[config.mk]
export PLATFORM = sky130hd
export DESIGN_NAME = dmem_arbiter
export DESIGN_NICKNAME = d
export VERILOG_FILES = /design/src/rtl/dmem_arbiter.sv
export SDC_FILE = /design/constraint.sdc
export NUM_CORES = 1
export LEC_CHECK = 0
export CAP_MARGIN = 40
export CELL_PAD_IN_SITES_DETAIL_PLACEMENT = 0
export CELL_PAD_IN_SITES_GLOBAL_PLACEMENT = 1
export CORE_UTILIZATION = 30
export DETAILED_ROUTE_END_ITERATION = 12
export GPL_ROUTABILITY_DRIVEN = 0
export PLACE_DENSITY_LB_ADDON = 0.1
export REMOVE_ABC_BUFFERS = 1
export SLEW_MARGIN = 30
export SYNTH_ARGS = -nofsm -noshare
export SYNTH_HDL_FRONTEND = slang
export SYNTH_SLANG_ARGS = --single-unit
[constraint.sdc]
create_clock -name Clk -period 1.9 [get_ports Clk]
set_input_delay 0.57 -clock Clk [delete_from_list [all_inputs] [get_ports Clk]]
set_output_delay 0.57 -clock Clk [all_outputs]
set_load 0.01 [all_outputs]
[src/rtl/dmem_arbiter.sv]
// dmem_arbiter
// Shares one single-port, byte-addressed, big-endian 16-bit data memory between
// port 0 (CPU load/store unit) and port 1 (debug/DMA loader). Each access runs
// IDLE -> ACCESS -> RESP, so the winner sees ack two cycles after its request
// is sampled, and at most one access completes every three cycles.
// Optional feature: define DMEM_ARB_RR_EN for round-robin conflict resolution;
// without it, port 0 always wins a conflict.
module dmem_arbiter #(
  parameter int ADDR_W    = 16,
  parameter int DATA_W    = 16,
  parameter int MEM_BYTES = 128
) (
  input  logic              Clk,
  input  logic              Reset,
  input  logic              req0,
  input  logic [ADDR_W-1:0] addr0,
  input  logic [DATA_W-1:0] wdata0,
  input  logic              we0,
  input  logic              req1,
  input  logic [ADDR_W-1:0] addr1,
  input  logic [DATA_W-1:0] wdata1,
  input  logic              we1,
  output logic              ack0,
  output logic [DATA_W-1:0] rdata0,
  output logic              err0,
  output logic              ack1,
  output logic [DATA_W-1:0] rdata1,
  output logic              err1,
  output logic [ADDR_W-1:0] mem_adresa,
  output logic [DATA_W-1:0] mem_WD,
  output logic              mem_MemWrite,
  output logic              mem_MemRead,
  input  logic [DATA_W-1:0] mem_ReadData,
  output logic              busy
);

  typedef enum logic [1:0] {
    ST_IDLE   = 2'd0,
    ST_ACCESS = 2'd1,
    ST_RESP   = 2'd2
  } state_t;

  // Highest byte address whose word still fits entirely inside the memory.
  localparam logic [ADDR_W-1:0] LAST_WORD_ADDR = ADDR_W'(MEM_BYTES - 2);

  state_t            state_q, state_d;
  logic [ADDR_W-1:0] addr_q, addr_d;
  logic [DATA_W-1:0] wdata_q, wdata_d;
  logic              we_q, we_d;
  logic              port_q, port_d;
  logic              ack0_q, ack0_d, ack1_q, ack1_d;
  logic              err0_q, err0_d, err1_q, err1_d;
  logic [DATA_W-1:0] rdata0_q, rdata0_d, rdata1_q, rdata1_d;
  logic              grant_s;
  logic              in_range_s;
  logic              access_s;
  logic [DATA_W-1:0] rd_val_s;

  assign in_range_s = (addr_q <= LAST_WORD_ADDR);
  assign access_s   = (state_q == ST_ACCESS);

`ifdef DMEM_ARB_RR_EN
  logic last_gnt_q, last_gnt_d;

  // Remember the most recent grant so the next conflict favours the other port.
  always_comb begin
    last_gnt_d = last_gnt_q;
    if ((state_q == ST_IDLE) && (req0 || req1)) begin
      last_gnt_d = grant_s;
    end else begin
      last_gnt_d = last_gnt_q;
    end
  end

  // Round-robin history register; after reset port 1 counts as last served.
  always_ff @(posedge Clk) begin
    if (Reset) begin
      last_gnt_q <= 1'b1;
    end else begin
      last_gnt_q <= last_gnt_d;
    end
  end
`endif

  // Choose the port to serve when at least one request is present.
  always_comb begin
    grant_s = 1'b0;
    if (req0 && req1) begin
`ifdef DMEM_ARB_RR_EN
      grant_s = ~last_gnt_q;
`else
      grant_s = 1'b0;
`endif
    end else if (req1) begin
      grant_s = 1'b1;
    end else begin
      grant_s = 1'b0;
    end
  end

  // Sequence one access: latch the request, run the memory cycle, then respond.
  always_comb begin
    state_d  = state_q;
    addr_d   = addr_q;
    wdata_d  = wdata_q;
    we_d     = we_q;
    port_d   = port_q;
    ack0_d   = 1'b0;
    ack1_d   = 1'b0;
    err0_d   = 1'b0;
    err1_d   = 1'b0;
    rdata0_d = rdata0_q;
    rdata1_d = rdata1_q;
    // Out-of-range accesses and writes never take data from the memory.
    rd_val_s = (!we_q && in_range_s) ? mem_ReadData : {DATA_W{1'b0}};
    case (state_q)
      ST_IDLE: begin
        if (req0 || req1) begin
          state_d = ST_ACCESS;
          port_d  = grant_s;
          addr_d  = grant_s ? addr1  : addr0;
          wdata_d = grant_s ? wdata1 : wdata0;
          we_d    = grant_s ? we1    : we0;
        end else begin
          state_d = ST_IDLE;
        end
      end
      ST_ACCESS: begin
        // Response flops load here so ack/err/rdata are visible in RESP.
        state_d = ST_RESP;
        if (port_q) begin
          ack1_d = 1'b1;
          err1_d = ~in_range_s;
          if (!we_q || !in_range_s) begin
            rdata1_d = rd_val_s;
          end else begin
            rdata1_d = rdata1_q;
          end
        end else begin
          ack0_d = 1'b1;
          err0_d = ~in_range_s;
          if (!we_q || !in_range_s) begin
            rdata0_d = rd_val_s;
          end else begin
            rdata0_d = rdata0_q;
          end
        end
      end
      ST_RESP: begin
        state_d = ST_IDLE;
      end
      default: begin
        state_d = ST_IDLE;
      end
    endcase
  end

  // State and response registers; reset abandons any access in flight.
  always_ff @(posedge Clk) begin
    if (Reset) begin
      state_q  <= ST_IDLE;
      addr_q   <= {ADDR_W{1'b0}};
      wdata_q  <= {DATA_W{1'b0}};
      we_q     <= 1'b0;
      port_q   <= 1'b0;
      ack0_q   <= 1'b0;
      ack1_q   <= 1'b0;
      err0_q   <= 1'b0;
      err1_q   <= 1'b0;
      rdata0_q <= {DATA_W{1'b0}};
      rdata1_q <= {DATA_W{1'b0}};
    end else begin
      state_q  <= state_d;
      addr_q   <= addr_d;
      wdata_q  <= wdata_d;
      we_q     <= we_d;
      port_q   <= port_d;
      ack0_q   <= ack0_d;
      ack1_q   <= ack1_d;
      err0_q   <= err0_d;
      err1_q   <= err1_d;
      rdata0_q <= rdata0_d;
      rdata1_q <= rdata1_d;
    end
  end

  // Memory strobes are decoded from registered state; Reset gates the write
  // combinationally so a write caught in ACCESS never reaches the memory.
  assign mem_adresa   = access_s ? addr_q  : {ADDR_W{1'b0}};
  assign mem_WD       = access_s ? wdata_q : {DATA_W{1'b0}};
  assign mem_MemWrite = access_s & we_q & in_range_s & ~Reset;
  assign mem_MemRead  = access_s & ~we_q & in_range_s;
  assign busy         = (state_q != ST_IDLE);

  assign ack0   = ack0_q;
  assign ack1   = ack1_q;
  assign err0   = err0_q;
  assign err1   = err1_q;
  assign rdata0 = rdata0_q;
  assign rdata1 = rdata1_q;

endmodule

==> out/results.ini <==
[setup_path]
critical_path.top_delay_family=simple AND/OR/NAND/NOR gates
critical_path_arrival_ps=1550
r2r_cells=6
slowest_delay_ps=340
rr_endpoint=rdata0[2]
path_buf_inv=1
r2r_slack_ps=300
startpoint_type=flip-flop
worstSetupEndpointType=primary output
cp_slowest_cell=dfxtp_2
r2r_start=addr_q[7]
crit_chain=nor4_4, and3_4, o21ai_4, nor3_2, buf_2
setup.worst_path.class=reg -> out
path_max_fanout=3
worstPathRequired_ps=1330

[synth]
synth_edf_count=0
yosysMostFrequentCell=dfxtp_1
synth_common_cells=dfxtp_1, mux2i_1, nor2_1
syn_area_per_cell_um2=9.74
synth_flop_cell=dfxtp_1
yosys.area.top_type_share_pct=43.3
yosysTopAreaCell=dfxtp_1
ys_seq_elements=72
synth_area_um2=3330
ys_types=28
syn_inst=342
yosys-top-cells-area=dfxtp_1, mux2i_1, a211oi_1
seq_area_frac_synth_pct=43.3
synthArstFlopShare_pct=0
ys_warn_count=0

[power]
vdd_drop_max_v=0.000442
p_per_area_nw_per_um2=712
power_uw=4150
p_leak_uw=0.00245

[floorplanning]
die_y_um=107
start_util_pct=30.7
row_count=38
dieArea_um2=11500
die_w_um=107
core_region_area_um2=10800
ios=157

[timing]
worst_slack_ps=-218
period_minus_slack_ps=2120
setup_violations=29
whs_ps=436
tightest_slew_ps=694
fin_crit_sh_pct=111
fin_skew_ps=8.10
hold_viol=0
max_freq_mhz=472
drv_slew=0
relSlewSlack_pct=53.7
rsz0062_at_grt=yes

[final_layout]
final_nets=614
fillers=1054
final_area_um2=5830
layout-drive-gt1-share_pct=27.6
fin_cells=673
regArea_um2=1450
syn_to_final_growth_pct=75.0
multiInputGateArea_um2=1850
antenna_cells=0

[clock_network]
cts.sinks=72
cts_root_buf=clkbuf_8
postCtsHoldBufs=0
cts_tree=done
ctsHtreeMaxLevel=3
clkTransAtPathRegs_ps=80
numCtsBuffers=9
cts.path.max_buffers=2
clock_latency_ps=340

[route]
via_per_inst=4.50
ant_nets=0
drtIter0Drc=55
route.detailed.drc=0
vias=3031
routed_wl_um=9300
drt_pass1_iterations=4
wl_per_cell_um=13.8

[placement]
place_ws_ps=-387
dpl.cell_count=641
detailed_place_hpwl_um=6230
dpl_cell_area_um2=5230
io_buffers=156

[status]
outcome=finished with violations
violations=negative setup slack

[global_route]
grt_usage_pct=16.7
grt_pass1_wl_um=14900
globalRouteOverflowTotal=0
grt_max_degree=71
first_global_vias=3001
antenna_found_initial=0

[hold_path]
min_path_type=in -> reg
min_from=Reset
min_delay_worst_endpoint=state_q[1]
min_path_cells=2

[job]
cap_violations=0

kinds of logic after synthesis:
family | count (synthesis) | synth area share (%)
AOI/OAI and AO/OA | 41 | 9.96
buffers and inverters | 30 | 4.70
DFF | 72 | 43.3
muxes | 65 | 19.5
and+or+nand+nor | 134 | 22.5
layout by cell type (no fill, tap or decap), types with 2 or more instances in the layout:
| cell | n |
|---|---|
| dfxtp_1 | 67 |
| inv_6 | 2 |
| clkbuf_8 | 9 |
| nor3_1 | 2 |
| dfxtp_2 | 5 |
| buf_16 | 2 |
| a211oi_1 | 34 |
| nor2_1 | 37 |
| o211ai_4 | 2 |
| nor3_2 | 2 |
| nand3_1 | 17 |
| inv_1 | 2 |
| nor2b_4 | 2 |
| mux2i_1 | 65 |
| nand2b_1 | 33 |
| buf_6 | 41 |
| bufinv_16 | 3 |
| and2_4 | 32 |
| buf_4 | 28 |
| buf_2 | 3 |
| and2_1 | 2 |
| buf_12 | 7 |
| clkdlybuf4s50_1 | 120 |
cell type report:
type	instances	share of cell area, %
clock buffers	10	2.19
clock inverters	6	1.98
inverters	2	0.129
multi-input cells	240	31.7
flip-flops and latches	72	24.8
well taps	140	3.01
repair buffers	203	36.2
layer usage:
metal  share of wire [%]  GRT usage, %  up-vias  routed length [um]
met5                   0             0        -                   0
met4                0.99          5.58        0                  92
met2                  48          27.6      104                4430
met3                 8.2          5.69        9                 761
met1                  43          20.2     1361                4020
li1                    -             -     1557                   -
worst max-delay path by stage:
| stage | startpoint | to | slack (ps) | cells after the start |
|---|---|---|---|---|
| 2_1_floorplan | req0 | addr_q[0] | -1380 | 3 |
| 3_3_place_gp | addr_q[7] | mem_MemRead | -350 | 5 |
| 3_5_place_dp | addr_q[7] | mem_MemRead | -390 | 5 |
| 4_1_cts | addr_q[10] | mem_MemRead | -310 | 5 |
| 5_1_grt | addr_q[7] | mem_MemRead | -320 | 5 |
| 6_report | addr_q[7] | mem_MemRead | -220 | 5 |
through the flow:
stage | setup TNS (ps) | utilization, %
after global routing | -3870 | 53.8
final | -1970 | 53.8
after global placement | -8010 | 48.3
after detailed placement | -9120 | 48.3
after floorplan | -58540 | -
after CTS | -2490 | 53.3
worst register-to-register path, cell delays in order, from the launching register on:
cell and delay [ps]:
dfxtp_2 340, nor4_4 300, buf_4 170, nand3_4 90
o211ai_4 210, buf_12 200, mux2i_1 220
flip-flops by register name, indices dropped and copies added (netlist names):
signal and cells:
ack0 1, addr_q 16, state_q 2, err0 1, ack1 1, rdata1 16, wdata_q 16, we_q 1
rdata0 16, port_q 1, err1 1
where the power goes:
part | switching, uW | leakage [uW] | total [uW] | internal (uW)
registers | 64.3 | 0.000591 | 1670 | 1610
clock network | 604 | 0.000117 | 1490 | 882
logic | 395 | 0.00174 | 993 | 598
timing repair:
item,CTS,global route
cloned,3,0
buffers inserted,12,2
pin swaps,28,9
resized for setup,209,17
endpoints found under the setup margin,35,34
Note: power is estimated with default switching activity, not from simulation.
